[src/rtl/seq_arb_pkg.sv]
// Shared definitions for the round-robin sequence-detector arbiter: FSM encoding,
// default pattern and a width helper.
package seq_arb_pkg;

  localparam logic [1:0] ST_IDLE   = 2'd0;
  localparam logic [1:0] ST_STREAM = 2'd1;
  localparam logic [1:0] ST_DRAIN  = 2'd2;
  localparam logic [1:0] ST_REPORT = 2'd3;

  typedef enum logic [1:0] {
    IDLE   = ST_IDLE,
    STREAM = ST_STREAM,
    DRAIN  = ST_DRAIN,
    REPORT = ST_REPORT
  } arb_state_e;

  localparam int              DEF_PAT_W   = 4;
  localparam logic [DEF_PAT_W-1:0] DEF_PATTERN = 4'b1010;

  // Bits needed to hold values 0..n-1, never less than one bit.
  function automatic int clog2w(input int n);
    return (n <= 2) ? 1 : $clog2(n);
  endfunction

endpackage

[src/rtl/seq_match_core.sv]
// Moore serial pattern detector with a registered output. Overlapping matches are
// detected when SEQ_DET_OVERLAP_EN is defined; otherwise a match restarts the search.
module seq_match_core
  import seq_arb_pkg::*;
#(
  parameter int              PAT_W   = DEF_PAT_W,
  parameter logic [PAT_W-1:0] PATTERN = PAT_W'(DEF_PATTERN),
  localparam int             FW      = clog2w(PAT_W + 1)
) (
  input  logic clk,
  input  logic reset,
  input  logic clr,
  input  logic en,
  input  logic in,
  output logic out
);

  logic [PAT_W-1:0] sh_q, sh_d, sh_n;
  logic [FW-1:0]    fill_q, fill_d, fill_n;
  logic             out_q, out_d;
  logic             hit;

  // The state is the last PAT_W bits plus how many of them belong to the current
  // search; a match needs a full window of eligible bits equal to PATTERN.
  always_comb begin
    sh_n   = PAT_W'({sh_q, in});
    fill_n = (fill_q == FW'(PAT_W)) ? fill_q : fill_q + FW'(1);
    hit    = (fill_n == FW'(PAT_W)) && (sh_n == PATTERN);

    sh_d   = sh_q;
    fill_d = fill_q;
    out_d  = out_q;
    if (clr) begin
      sh_d   = '0;
      fill_d = '0;
      out_d  = 1'b0;
    end else if (en) begin
      sh_d  = sh_n;
      out_d = hit;
`ifdef SEQ_DET_OVERLAP_EN
      fill_d = fill_n;
`else
      fill_d = hit ? '0 : fill_n;
`endif
    end
  end

  always_ff @(posedge clk) begin
    if (!reset) begin
      sh_q   <= '0;
      fill_q <= '0;
      out_q  <= 1'b0;
    end else begin
      sh_q   <= sh_d;
      fill_q <= fill_d;
      out_q  <= out_d;
    end
  end

  assign out = out_q;

endmodule

[src/rtl/seq_detect_arbiter.sv]
// Round-robin arbiter sharing one serial pattern detector across NREQ requesters,
// one fixed-length frame at a time. Overlap mode selected by SEQ_DET_OVERLAP_EN.
module seq_detect_arbiter
  import seq_arb_pkg::*;
#(
  parameter int               NREQ      = 4,
  parameter int               FRAME_LEN = 16,
  parameter int               PAT_W     = DEF_PAT_W,
  parameter logic [PAT_W-1:0] PATTERN   = PAT_W'(DEF_PATTERN),
  localparam int              IDW       = clog2w(NREQ),
  localparam int              CNTW      = clog2w(FRAME_LEN + 1)
) (
  input  logic            clk,
  input  logic            reset,
  input  logic [NREQ-1:0] req,
  input  logic [NREQ-1:0] din,
  output logic [NREQ-1:0] gnt,
  output logic            busy,
  output logic            done,
  output logic            aborted,
  output logic [IDW-1:0]  done_id,
  output logic [CNTW-1:0] match_count
);

  arb_state_e      state_q, state_d;
  logic [IDW-1:0]  id_q, id_d;
  logic [IDW-1:0]  last_q, last_d;
  logic [CNTW-1:0] bit_cnt_q, bit_cnt_d;
  logic [CNTW-1:0] cnt_q, cnt_d;
  logic [NREQ-1:0] gnt_q, gnt_d;
  logic            busy_q, busy_d;
  logic            done_q, done_d;
  logic            aborted_q, aborted_d;
  logic [IDW-1:0]  done_id_q, done_id_d;
  logic [CNTW-1:0] match_count_q, match_count_d;

  logic [IDW-1:0]  winner;
  logic [IDW-1:0]  cand;
  logic [CNTW-1:0] cnt_next;
  logic            det_clr;
  logic            det_en;
  logic            det_out;

  // Walk from the farthest candidate back to last+1 so the nearest requester wins.
  always_comb begin
    winner = last_q;
    cand   = '0;
    for (int i = NREQ; i >= 1; i--) begin
      cand = IDW'((int'(last_q) + i) % NREQ);
      if (req[cand]) winner = cand;
    end
  end

  seq_match_core #(
    .PAT_W   (PAT_W),
    .PATTERN (PATTERN)
  ) u_core (
    .clk   (clk),
    .reset (reset),
    .clr   (det_clr),
    .en    (det_en),
    .in    (din[id_q]),
    .out   (det_out)
  );

  assign cnt_next = cnt_q + CNTW'(det_out);

  always_comb begin
    state_d       = state_q;
    id_d          = id_q;
    last_d        = last_q;
    bit_cnt_d     = bit_cnt_q;
    cnt_d         = cnt_q;
    gnt_d         = gnt_q;
    done_d        = 1'b0;
    aborted_d     = aborted_q;
    done_id_d     = done_id_q;
    match_count_d = match_count_q;
    det_clr       = 1'b0;
    det_en        = 1'b0;

    unique case (state_q)
      IDLE: begin
        // Clearing here guarantees no match can straddle two frames.
        det_clr = 1'b1;
        if (|req) begin
          id_d      = winner;
          last_d    = winner;
          bit_cnt_d = '0;
          cnt_d     = '0;
          gnt_d     = NREQ'(1) << winner;
          state_d   = STREAM;
        end
      end
      STREAM: begin
        cnt_d = cnt_next;
        if (!req[id_q]) begin
          gnt_d         = '0;
          done_d        = 1'b1;
          aborted_d     = 1'b1;
          done_id_d     = id_q;
          match_count_d = cnt_next;
          state_d       = REPORT;
        end else begin
          det_en    = 1'b1;
          bit_cnt_d = bit_cnt_q + CNTW'(1);
          if (bit_cnt_q == CNTW'(FRAME_LEN - 1)) begin
            gnt_d   = '0;
            state_d = DRAIN;
          end
        end
      end
      DRAIN: begin
        // The last bit's match becomes visible only now, so count once more.
        cnt_d         = cnt_next;
        done_d        = 1'b1;
        aborted_d     = 1'b0;
        done_id_d     = id_q;
        match_count_d = cnt_next;
        state_d       = REPORT;
      end
      REPORT: begin
        state_d = IDLE;
      end
    endcase

    busy_d = (state_d != IDLE);
  end

  always_ff @(posedge clk) begin
    if (!reset) begin
      state_q       <= IDLE;
      id_q          <= '0;
      last_q        <= IDW'(NREQ - 1);
      bit_cnt_q     <= '0;
      cnt_q         <= '0;
      gnt_q         <= '0;
      busy_q        <= 1'b0;
      done_q        <= 1'b0;
      aborted_q     <= 1'b0;
      done_id_q     <= '0;
      match_count_q <= '0;
    end else begin
      state_q       <= state_d;
      id_q          <= id_d;
      last_q        <= last_d;
      bit_cnt_q     <= bit_cnt_d;
      cnt_q         <= cnt_d;
      gnt_q         <= gnt_d;
      busy_q        <= busy_d;
      done_q        <= done_d;
      aborted_q     <= aborted_d;
      done_id_q     <= done_id_d;
      match_count_q <= match_count_d;
    end
  end

  assign gnt         = gnt_q;
  assign busy        = busy_q;
  assign done        = done_q;
  assign aborted     = aborted_q;
  assign done_id     = done_id_q;
  assign match_count = match_count_q;

endmodule

[config.mk]
export PLATFORM = sky130hd
export DESIGN_NAME = seq_detect_arbiter
export DESIGN_NICKNAME = d
export VERILOG_FILES = /design/src/rtl/seq_arb_pkg.sv /design/src/rtl/seq_match_core.sv /design/src/rtl/seq_detect_arbiter.sv
export SDC_FILE = /design/constraint.sdc
export NUM_CORES = 1
export LEC_CHECK = 0
export BUFFER_PORTS_ARGS = -buffer_cell sky130_fd_sc_hd__buf_2
export CAP_MARGIN = 20
export CORE_UTILIZATION = 61
export DETAILED_ROUTE_END_ITERATION = 8
export PLACE_DENSITY = 0.84
export RECOVER_POWER = 50
export SYNTH_ARGS = -nofsm -noshare
export SYNTH_HDL_FRONTEND = slang
export SYNTH_SLANG_ARGS = --single-unit
export TNS_END_PERCENT = 100
[constraint.sdc]
create_clock -name clk -period 2.95 [get_ports clk]
set_input_delay 0.1475 -clock clk [delete_from_list [all_inputs] [get_ports clk]]
set_output_delay 0.1475 -clock clk [all_outputs]
set_load 0.05 [all_outputs]
== Word level (Yosys, flattened, before mapping) ==
Index checks and enable logic that the tools add are counted.

* Input bits: 10
* Output and inout bits: 14
* Word-level logic and storage cells: 94
* Register bits after elaboration: 37

* Muxes and demuxes: 41
* Reduce and logical (&&, ||, !) cells: 14
* Equal/unequal tests: 11
* $lt $le $gt $ge: 5
* Add/sub/neg operators: 7
* Bitwise operators: 1
* Shifts and indexed selects: 1

{| class="wikitable"
|+ Operator list
! operator !! count
|-
| $pmux W5 S2 || 3
|-
| $mux W2 || 8
|-
| $lt A2 B3 Y1 const B || 5
|-
| $mux W5 || 3
|-
| $bmux W1 S2 || 6
|-
| $mux W4 || 3
|-
| $mux W1 || 11
|-
| $pmux W2 S4 || 1
|-
| $pmux W4 S2 || 1
|-
| $reduce_bool A2 Y1 || 4
|-
| $eq A3 B3 Y1 const B || 2
|-
| $mux W3 || 2
|-
| $ne A2 B2 Y1 const B || 3
|-
| $reduce_and A2 Y1 || 3
|-
| $reduce_and A3 Y1 || 2
|-
| $add A5 B1 Y5 || 1
|-
| $add A5 B1 Y5 const B || 1
|-
| $eq A5 B4 Y1 const B || 1
|-
| $add A2 B1 Y2 const B || 2
|-
| $add A2 B2 Y2 const B || 2
|-
| $eq A2 B2 Y1 const B || 2
|-
| $eq A4 B4 Y1 const B || 1
|-
| $pmux W1 S2 || 2
|-
| $pmux W2 S2 || 1
|-
| other kinds (9) || 10
|}

== Depth between registers and ports, before layout ==
Gate-level depths: netlist of the first run.

* Depth after elaboration: 10
* Gate-level depth with buffers: 8
* Gate-level depth less buffers: 6

== Modules after synthesis ==
A second synthesis of the first run with hierarchy kept.

* Cells, all modules: 206
* Area total of the unflattened synthesis: 1,873.0 µm²

{| class="wikitable"
|+ By module, submodules not included
! module !! sequential area each (µm²) !! cells an instance !! times used !! area an instance (µm²)
|-
| seq_detect_arbiter || 600.6 || 169 || 1 || 1,487.7
|-
| seq_match_core || 140.1 || 37 || 1 || 385.4
|}

== Least setup slack after synthesis of the first run ==
Ideal clock, no wire load.

* Kind: reg-to-reg
* From: reg id_q[0]
* To: reg match_count_q[2], in the netlist match_count[2]
* Setup time: 0.074 ns
* Path buffers: 1
* Cell stages (with the launch flop): 6
* Setup slack: 1.190 ns
* Clock period less this slack: 1.760 ns
* Arrival time: 1.686 ns
* Required time: 2.876 ns
* Cells stage by stage: dfxtp_1 mux4_2 a21boi_1 buf_2 nand3_1 o21ai_0

* Longest elaborated chain between the ends: 4

{| class="wikitable"
|+ Ends and longest elaborated chain
! item !! RTL line !! source
|-
| start, declared || seq_detect_arbiter.sv:26 || <nowiki>logic [IDW-1:0] id_q, id_d;</nowiki>
|-
| start signal, assigned || seq_detect_arbiter.sv:145 || <nowiki>id_q <= id_d;</nowiki>
|-
| $bmux W1 S2 || seq_detect_arbiter.sv:97 || <nowiki>if (!req[id_q]) begin</nowiki>
|-
| $mux W1 (implied by the code) || seq_detect_arbiter.sv:97 ||
|-
| $ne A2 B2 Y1 (no line) || - ||
|-
| $reduce_and A2 Y1 (no line) || - ||
|-
| end signal, assigned || seq_detect_arbiter.sv:154 || <nowiki>match_count_q <= match_count_d;</nowiki>
|-
| end, declared || seq_detect_arbiter.sv:35 || <nowiki>logic [CNTW-1:0] match_count_q, match_count_d;</nowiki>
|}

No other way between the ends. The select of a mux whose other input is x is not followed.
A chain may end at the register's enable or synchronous reset.

== Worst setup path after layout of the first run ==
* From: reg id_q[0]
* To: reg done_id_q[0], in the netlist done_id[0]

* Longest elaborated chain between the ends: 4
* Elaborated cells between the ends (all ways): 6
* Classes of those cells: 1 x eq/ne; 4 x mux; 1 x reduce/logical

{| class="wikitable"
|+ Ends and longest elaborated chain
! item !! RTL line !! source
|-
| $bmux W1 S2 || seq_detect_arbiter.sv:97 ||
|-
| $mux W1 (implied by the code) || seq_detect_arbiter.sv:97 ||
|-
| $ne A2 B2 Y1 (no line) || - ||
|-
| $reduce_and A2 Y1 (no line) || - ||
|-
| end signal, assigned || seq_detect_arbiter.sv:153 || <nowiki>done_id_q <= done_id_d;</nowiki>
|-
| end, declared || seq_detect_arbiter.sv:34 || <nowiki>logic [IDW-1:0] done_id_q, done_id_d;</nowiki>
|}

Parallel ways exist; a longest one is shown, timed or not. The select of a mux whose other input is x is not followed.

==> results of run 1 <==
==> through the flow <==
| stage | setup WS (ns) | util |
|---|---|---|
| floorplan | 1.190 | - |
| global placement | 1.169 | 0.6984 |
| detailed placement | 1.058 | 0.6984 |
| CTS | 1.026 | 0.7231 |
| global route | 0.6498 | 0.7152 |
| finish | 0.8339 | 0.7152 |
==> logic make-up (layout without fill, tap and decap cells) <==
kind of cell / Yosys count / count (layout) / synth area share
and+or+nand+nor: 75 / 75 / 0.2105
AOI/OAI and AO/OA: 62 / 62 / 0.2252
DFF: 37 / 37 / 0.3968
buffers and inverters: 18 / 40 / 0.04424
adders and majority gates: 9 / 9 / 0.06032
muxes: 5 / 5 / 0.04424
xor gates and xnor gates: 4 / 4 / 0.01876
==> sequential cells by signal, summed over array words and instances (netlist names), 2 cells and up <==
register       flops
u_core.fill_q      3
id_q               2
bit_cnt_q          5
done_id            2
last_q             2
match_count        5
state_q            2
u_core.sh_q        3
gnt                4
cnt_q              5
==> critical path: stages, from the launching register on <==
cell and delay [ns]:
dfxtp_1 0.47, mux4_2 0.63, a21boi_1 0.17, clkbuf_1 0.41, nor2_1 0.11, a31o_2 0.22
==> per-layer routing <==
metal	share of wire	vias to the layer above	GRT usage
li1	-	813	-
met1	0.44	754	0.3261
met2	0.50	38	0.4286
met3	0.043	5	0.05669
met4	0.012	0	0.1080
met5	0	-	0
==> cells in the final DEF, fill, tap and decap left out, drive strengths merged, types with 3 or more instances in the layout <==
cell | netlist | final
or4 | 4 | 4
clkbuf | 3 | 22
inv | 8 | 8
nand2 | 25 | 25
nand2b | 5 | 5
a21oi | 12 | 12
o21ai | 19 | 19
buf | 7 | 9
nor2 | 8 | 8
xnor2 | 4 | 4
a32oi | 4 | 4
dfxtp | 37 | 37
ha | 9 | 9
a21boi | 4 | 4
nand3 | 11 | 11
nor2b | 8 | 8
mux2i | 3 | 3
a32o | 4 | 4
==> worst min-delay path by stage <==
stage / start / to / slack, ns
2_1_floorplan: reset / state_q[1]$_SDFF_PN0_ / 0.30
3_3_place_gp: gnt[3]$_SDFFE_PN0P_ / gnt[3]$_SDFFE_PN0P_ / 0.44
3_5_place_dp: u_core.sh_q[2]$_SDFFE_PP0P_ / u_core.sh_q[2]$_SDFFE_PP0P_ / 0.45
4_1_cts: reset / last_q[0]$_SDFFE_PN1P_ / 0.25
5_1_grt: reset / last_q[1]$_SDFFE_PN1P_ / 0.27
6_report: reset / last_q[1]$_SDFFE_PN1P_ / 0.26
==> power by group through the flow <==
stage | Sequential (mW) | Combinational, mW | Clock (mW)
2_1_floorplan | 0.765 | 0.473 | 0
5_1_grt | 0.653 | 0.782 | 0.330
4_1_cts | 0.642 | 0.737 | 0.307
6_report | 0.643 | 0.720 | 0.303
3_5_place_dp | 0.652 | 0.732 | 0
3_3_place_gp | 0.646 | 0.709 | 0
==> final cells by class <==
cell class,instances,area [sq um],share of cell area
Inverter,8,30.03,0.01484
Multi-Input combinational cell,155,1042,0.5152
Clock buffer,7,65.06,0.03216
Timing Repair Buffer,24,101.3,0.05009
Clock inverter,1,5.005,0.002474
Tap cell,31,38.79,0.01917
Sequential cell,37,740.7,0.3661
==> reports/qor.yml, run 1 <==
clock_tree:
  clockBufferDepth: 2
  numCtsBuffers: 5
  postCtsSetupRepairBufs: 0
  numClockSinks: 37
  hold_buffers: 0
  clk_latency_ns: 0.34
  clkTransAtPathRegs_ns: 0.11
  htree_levels: 2
  cts-root-buf: "clkbuf_4"
  cts.repair.resized: 0
  tritoncts: "done"
synthesis:
  synth_warnings: 0
  yosys-top-cells-count: "dfxtp_1, nand2_1, o21ai_0"
  async_flop_share: 0
  yosysTopAreaCell: "dfxtp_1"
  synth_most_common_cell: "dfxtp_1"
  synth_edf_count: 0
  ys.flop_type: "dfxtp_1"
  syn_inst: 210
  synth_area_leaders: "dfxtp_1, ha_1, o21ai_0"
  syn-num-nets: 229
  ys_ff_latch: 37
  seq_area_frac_synth: 0.3968
  synth_cell_type_count: 51
  synth_area_sq_um: 1867
  synth_top_area_share: 0.3968
  syn_avg_cell_area_sq_um: 8.889
route:
  drtAntennaViolNets: 0
  drtIter0Drc: 62
  via_per_inst: 6.122
  drc: 0
  vias: 1610
  wl_per_cell_um: 14.64
  drtPass1Iterations: 4
  wl_um: 3851
critical_path:
  end_kind: "register"
  cp.required_ns: 3.20
  crit_path_max_fanout: 15
  crit_end: "done_id[0]$_SDFFE_PN0P_"
  cp-start-kind: "register"
  critPathKind: "register to register"
  rr_worst_depth: 5
  r2r-end: "done_id[0]$_SDFFE_PN0P_"
  r2r_setup_slack_ns: 0.83
  worst_ep_arrival_time_ns: 2.36
  crit_path_start: "id_q[0]$_SDFFE_PN0P_"
  r2r_start: "id_q[0]$_SDFFE_PN0P_"
placement:
  place_area_sq_um: 1976
  dp_cells: 255
  place_hpwl_um: 2850
  io_buffer_count: 23
  gp_congestion: 0.8712
power:
  power.switching_mw: 0.7212
  p_sw_frac: 0.4330
  p_leak_nw: 0.7422
  internal_power_mw: 0.9446
  cellPowerDensity_nw_per_um2: 823.4
  p_comb_frac: 0.432
  clockPowerShare: 0.182
  p_seq_frac: 0.386
  vdd_drop_max_mv: 0.5105
  finalPower_mw: 1.666
layout:
  fillers: 243
  drive_gt1_frac: 0.1034
  antennaDiodeCount: 0
  syn_to_final_growth_pct: 8.378
  instances_no_fill: 263
  final_area_sq_um: 2023
  layout.nets: 250
grt:
  grt_first_pass_wirelength_um: 6465
  grt_remaining_overflow: 0
  antenna_found_initial: 0
  grt_pass1_vias: 1479
  grt_usage: 0.2582
  grt_max_degree: 35
die:
  die_y_um: 57.32
  initial_core_util: 0.6599
  dieArea_sq_um: 3286
  fp.coreArea_sq_um: 2829
  io_pins: 24
  die_w_um: 57.32
  rows: 19
sta:
  setup_viol: 0
  hold_viol: 0
  tightest_slew_ns: 0.6046
  finalSetupTns_ns: 0
  rsz0062_at_grt: "no"
  fin_skew_ns: 0.009064
  final_max_slew_viol_count: 0
  fin_hold_ws_ns: 0.2605
  period_share: 0.7173
  slew-limit-headroom: 0.5987
  min_period_ns: 2.116
  max_freq_mhz: 472.6
run_status:
  status: "complete, no violations"
worst_hold_path:
  holdPathStages: 2
  holdCritPathClass: "input port to register"
flow_run:
  cap_viol_max_count: 0
Note: power is estimated with default switching activity, not from simulation.
==> inputs of run 2 (changes only) <==
- CORE_UTILIZATION: 61 -> 51
- PLACE_DENSITY: 0.84 -> 0.75
- clock period: 2.95 -> 1.7 ns (I/O delays scaled with it)
==> run 2 against run 1 <==
  * The flow now finishes with violations (negative setup slack)
  * Total power up 110%
  * Final area up 19%
  * Via count rose by 6.1%
  * Non-clock buffer count increased by 30
  * Sequential cell count stayed put
  * Setup slack worse by 0.86 ns
  * Count of clock-buffer cells in the layout did not move
  * Sequential share of layout area shrank 5.4 points
  * Register-to-register slack got worse by 0.86 ns
  * Critical endpoint is now u_core.fill_q[2]$_SDFFE_PP0P_
  * Largest cell class unchanged
==> reports/qor.yml, run 2 (synthesis results as in run 1) <==
sta:
  hold_viol: 0  # unchanged
  period_share: 1.014  # +0.2962
  min_period_ns: 1.723  # -0.3930 ns
  tightest_slew_ns: 0.6037  # -0.0008353 ns
  rsz0062_at_grt: "yes"
  setup_ws_ns: -0.02307  # -0.8570 ns
  fin_skew_ns: 0.006017  # -0.003047 ns
  max_freq_mhz: 580.4  # +23%
  final_max_slew_viol_count: 0  # unchanged
  slew-limit-headroom: 0.5992  # about the same
  setup_viol: 1  # +1
route:
  wl_um: 4186  # +8.7%
  vias: 1708  # +6.1%
  drtAntennaViolNets: 0  # unchanged
  drc: 0  # unchanged
  via_per_inst: 5.545  # -9.4%
  wl_per_cell_um: 13.59  # -7.2%
  drtPass1Iterations: 4  # unchanged
  drtIter0Drc: 84  # +35%
layout:
  final_common_cell: "dfxtp_1"
  antennaDiodeCount: 0  # unchanged
  final_util: 0.7026  # -0.01261
  instances_no_fill: 308  # +17%
  syn_to_final_growth_pct: 28.55
  final_cell_mix: "dfxtp_1, buf_4, nand2_1"
  drive_gt1_frac: 0.3053  # +0.2019
  layout.nets: 280  # +12%
die:
  initial_core_util: 0.5465  # -0.1134
  io_pins: 24  # unchanged
  die_w_um: 62.50  # +9.0%
  fp.coreArea_sq_um: 3416  # +21%
  rows: 21  # +2
  die_y_um: 62.50  # +9.0%
  dieArea_sq_um: 3906  # +19%
placement:
  gp_congestion: 0.8160  # -6.3%
  dp_cells: 295  # +16%
  io_buffer_count: 23  # unchanged
  place_hpwl_um: 2844  # -0.20%
run_status:
  status: "finished, violations left"
  violations: "negative setup slack"
worst_hold_path:
  holdPathStages: 2  # unchanged
  holdCritPathClass: "input port to register"
power:
  p_leak_nw: 0.9037  # +22%
  cellPowerDensity_nw_per_um2: 1449  # +76%
  vdd_drop_max_mv: 0.8729  # +71%
grt:
  grt_usage: 0.2308  # -0.02742
  grt_remaining_overflow: 0  # unchanged
  grt_max_degree: 22  # -37%
  antenna_found_initial: 0  # unchanged
  grt_pass1_vias: 1639  # +11%
  grt_first_pass_wirelength_um: 7141  # +10%
critical_path:
  crit_family: "multiplexers"
  end_kind: "register"
  cp_cell_sequence: "mux4_2, buf_6, and2_2, a21oi_2, a211oi_2"
  cp.depth: 5  # unchanged
  crit_buf_inv: 1  # unchanged
  crit_path_top_delay_cell: "mux4_2"
  cp-start-kind: "register"
  critPathKind: "register to register"
  cp.required_ns: 1.94  # -1.26 ns
  rr_worst_depth: 5  # unchanged
  slowest_delay_ns: 0.63  # about the same
  crit_path_max_fanout: 6  # -9
  worst_ep_arrival_time_ns: 1.96  # -0.40 ns
clock_tree:
  htree_levels: 2  # unchanged
  numClockSinks: 37  # unchanged
  clockBufferDepth: 2  # unchanged
  clkTransAtPathRegs_ns: 0.11  # about the same
  clk_latency_ns: 0.35  # about the same
  cts-root-buf: "clkbuf_4"
  numCtsBuffers: 5  # unchanged
  tritoncts: "done"
flow_run:
  cap_viol_max_count: 0  # unchanged
## run 2: changes by cell type in the layout (fill, tap and decap cells not counted), sizes merged
cell,previous run,this run
buf,9,39
## run 2: report_power, final
part	internal, mW	total [mW]	leakage [nW]	switching [mW]
Sequential	1.02	1.11	0.303	0.0975
Clock	0.240	0.530	0.0413	0.290
Combinational	0.801	1.84	0.559	1.03
Total	2.06	3.48	0.904	1.42
## run 2: path summary, 6_finish.rpt
kind,end,startpoint,slack (ns)
worst max register to register,u_core.fill_q[2]$_SDFFE_PP0P_,id_q[0]$_SDFFE_PN0P_,-0.02
worst min register to register,u_core.sh_q[2]$_SDFFE_PP0P_,u_core.sh_q[2]$_SDFFE_PP0P_,0.47
worst max-delay path,u_core.fill_q[2]$_SDFFE_PP0P_,id_q[0]$_SDFFE_PN0P_,-0.02
worst min-delay path,last_q[0]$_SDFFE_PN1P_,reset,0.05
## run 2: area by class of cell
cell class / instances / area, sq um
inverters: 8 / 30.03
clock buffers: 7 / 65.06
fillers: 296 / 1016
repair buffers: 54 / 334.1
multi-input cells: 155 / 1160
flip-flops and latches: 37 / 748.2
clock inverters: 1 / 5.005
well taps: 46 / 57.56
## run 2: through the flow
step	setup TNS [ns]	power [mW]	cell area [sq um]	hold slack [ns]	worst slack [ns]
6_report	-0.02307	3.478	2400	0.04855	-0.02307
5_1_grt	-0.1990	3.698	2400	0.04559	-0.07374
4_1_cts	-0.01397	3.271	2277	0.02595	-0.005102
3_5_place_dp	-0.05968	2.711	2186	0.3975	-0.02867
3_3_place_gp	0	2.699	2186	0.3951	0.002768
2_1_floorplan	0	2.158	1871	0.2325	0.02747
## run 2: worst register-to-register path: stages, from the launching register on
cell and delay [ns]:
dfxtp_2 0.36, mux4_2 0.63, buf_6 0.17, and2_2 0.23
a21oi_2 0.17, a211oi_2 0.05
## run 2: what timing repair did
action                                  4_1_cts  5_1_grt
pin swaps                                     1        9
hold buffers                                  0        0
gates resized for setup                       7       29
setup buffers                                 2        3
endpoints found under the setup margin        6       18
## run 2: routing by layer
metal  routed length (um)  part of all wire  track usage
met1                 2065              0.49       0.3021
met2                 1901              0.45       0.3655
met3                  150             0.036      0.04927
met4                   68             0.016      0.09884
met5                    0                 0            0
==> inputs of run 3 (changes only) <==
- clock period: 1.7 -> 1.4 ns (I/O delays scaled with it)
==> run 3 against run 2 <==
  * The run still ends with negative setup slack left
  * First-iteration DRC count fell by 13%
  * Final area rose by 12%
  * Combinational power is 48% higher
  * Worst hold slack worse by 0.015 ns
  * Non-clock buffer count is 18 higher
  * Critical endpoint is now match_count[4]$_SDFFE_PN0P_
  * Largest power group unchanged
==> reports/qor.yml, run 3 (synthesis results as in run 1) <==
run_status:
  status: "finished, violations left"
  violations: "negative setup slack"
critical_path:
  end_kind: "register"
  crit_path_top_delay_cell: "mux4_2"
  worst_ep_arrival_time_ns: 1.95  # about the same
  slowest_delay_ns: 0.54  # -0.09 ns
  cpMostUsedCell: "buf_6"
  cp_cell_sequence: "mux4_2, buf_6, a21boi_4, buf_6, nand3_1, o21ai_1"
  cp.required_ns: 1.68  # -0.26 ns
  cp-start-kind: "register"
  crit_path_max_fanout: 7  # +1
  rr_worst_depth: 6  # +1
  critPathKind: "register to register"
route:
  vias: 1854  # +8.5%
  wl_per_cell_um: 15.36  # +13%
  drc: 0  # unchanged
  wl_um: 5022  # +20%
  drtIter0Drc: 73  # -13%
  via_per_inst: 5.670  # +2.2%
  drtPass1Iterations: 4  # unchanged
  drtAntennaViolNets: 0  # unchanged
sta:
  max_freq_mhz: 600.6  # +3.5%
  final_max_slew_viol_count: 0  # unchanged
  slew-limit-headroom: 0.5988  # about the same
  finalSetupTns_ns: -5.145  # -5.121 ns
  setup_ws_ns: -0.2649  # -0.2418 ns
  tightest_slew_ns: 0.6044  # +0.0006350 ns
  setup_viol: 32  # +31
  hold_viol: 0  # unchanged
  fin_hold_ws_ns: 0.03375  # -0.01480 ns
  rsz0062_at_grt: "yes"
  fin_skew_ns: 0.009483  # +0.003466 ns
  min_period_ns: 1.665  # -0.05817 ns
  period_share: 1.189  # +0.1756
power:
  cellPowerDensity_nw_per_um2: 1867  # +29%
  finalPower_mw: 5.023  # +44%
  p_leak_nw: 1.063  # +18%
  vdd_drop_max_mv: 1.417  # +62%
die:
  fp.coreArea_sq_um: 3416  # unchanged
  io_pins: 24  # unchanged
  die_y_um: 62.50  # unchanged
  dieArea_sq_um: 3906  # unchanged
  initial_core_util: 0.5465  # unchanged
  rows: 21  # unchanged
  die_w_um: 62.50  # unchanged
worst_hold_path:
  holdPathStages: 2  # unchanged
  holdCritPathClass: "input port to register"
layout:
  multi_input_area_sq_um: 1245  # +7.3%
  fillers: 231  # -22%
  final_cell_mix: "buf_4, dfxtp_1, nand2_1"
  final_util: 0.7875  # +0.08498
  final_area_sq_um: 2690  # +12%
  seqCellArea_sq_um: 757.0  # +1.2%
  drive_gt1_frac: 0.4164  # +0.1110
  syn_to_final_growth_pct: 44.10
  layout.nets: 299  # +6.8%
  final_common_cell: "buf_4"
  antennaDiodeCount: 0  # unchanged
grt:
  use_met1: 0.3436  # +0.04158
  grt_first_pass_wirelength_um: 8286  # +16%
  grt_max_degree: 26  # +18%
  grt_remaining_overflow: 0  # unchanged
  grt_usage: 0.2701  # +0.03934
  grt_pass1_vias: 1838  # +12%
  use_met3: 0.04745  # -0.001825
  antenna_found_initial: 0  # unchanged
  top_usage_layer: "met2"
  use_met2: 0.4484  # +0.08288
flow_run:
  cap_viol_max_count: 0  # unchanged
clock_tree:
  tritoncts: "done"
  clkTransAtPathRegs_ns: 0.11  # about the same
  cts-root-buf: "clkbuf_4"
  clockBufferDepth: 2  # unchanged
  hold_buffers: 0  # unchanged
  htree_levels: 2  # unchanged
  clk_latency_ns: 0.34  # about the same
  numClockSinks: 37  # unchanged
  numCtsBuffers: 5  # unchanged
placement:
  place_area_sq_um: 2406  # +10%
  io_buffer_count: 23  # unchanged
  gp_congestion: 0.8337  # +2.2%
  place_hpwl_um: 3362  # +18%
run 3: cell types whose count changed in the layout (fill, tap and decap cells not counted), sizes merged:
| cell | previous run | this run |
|---|---|---|
| buf | 39 | 63 |
| bufinv | 0 | 2 |
| clkbuf | 22 | 14 |
| nor2 | 8 | 9 |
run 3: what timing repair did:
action                                  CTS  global route
cloned                                    1             0
pin swaps                                10             6
endpoints found under the hold margin     0             0
buffers inserted                          3             2
gates resized for setup                  10            29
endpoints found under the setup margin   29            33
run 3: path summary, 6_finish.rpt:
check	from	to	slack [ns]
worst max-delay path	id_q[0]$_SDFFE_PN0P_	match_count[4]$_SDFFE_PN0P_	-0.26
worst min-delay path	reset	last_q[0]$_SDFFE_PN1P_	0.03
worst max register to register	id_q[0]$_SDFFE_PN0P_	match_count[4]$_SDFFE_PN0P_	-0.26
worst min register to register	match_count[4]$_SDFFE_PN0P_	match_count[4]$_SDFFE_PN0P_	0.47
run 3: power breakdown:
part	leakage (nW)	internal (mW)	total (mW)	switching (mW)
clock	0.0552	0.553	0.905	0.353
sequential	0.305	1.25	1.38	0.134
combinational	0.704	1.26	2.73	1.47
total	1.06	3.06	5.02	1.96
run 3: area by class of cell:
cell class	instances	area share
clock buffer	5	0.01395
multi-input combinational	156	0.4628
inverter	8	0.01395
clock inverter	3	0.02419
sequential	37	0.2814
timing repair buffer	72	0.1823
tap	46	0.02140
run 3: layer usage:
layer,share of wire,vias up
li1,-,912
met1,0.44,855
met2,0.49,68
met3,0.049,19
met4,0.029,0
met5,0,-
run 3: through the flow:
stage	setup WS, ns	cells
final	-0.2649	327
after global routing	-0.3080	327
after CTS	-0.2445	325
after detailed placement	-0.2765	313
after global placement	-0.2338	313
after floorplan	-0.1875	210
run 3: critical path, delay by kind of cell (launching register included):
kind | cells | cell delay, ns
buffers and inverters | 2 | 0.32
AND/OR/NAND/NOR | 1 | 0.08
flip-flops | 1 | 0.36
multiplexers | 1 | 0.54
AO/OA/AOI/OAI | 2 | 0.30
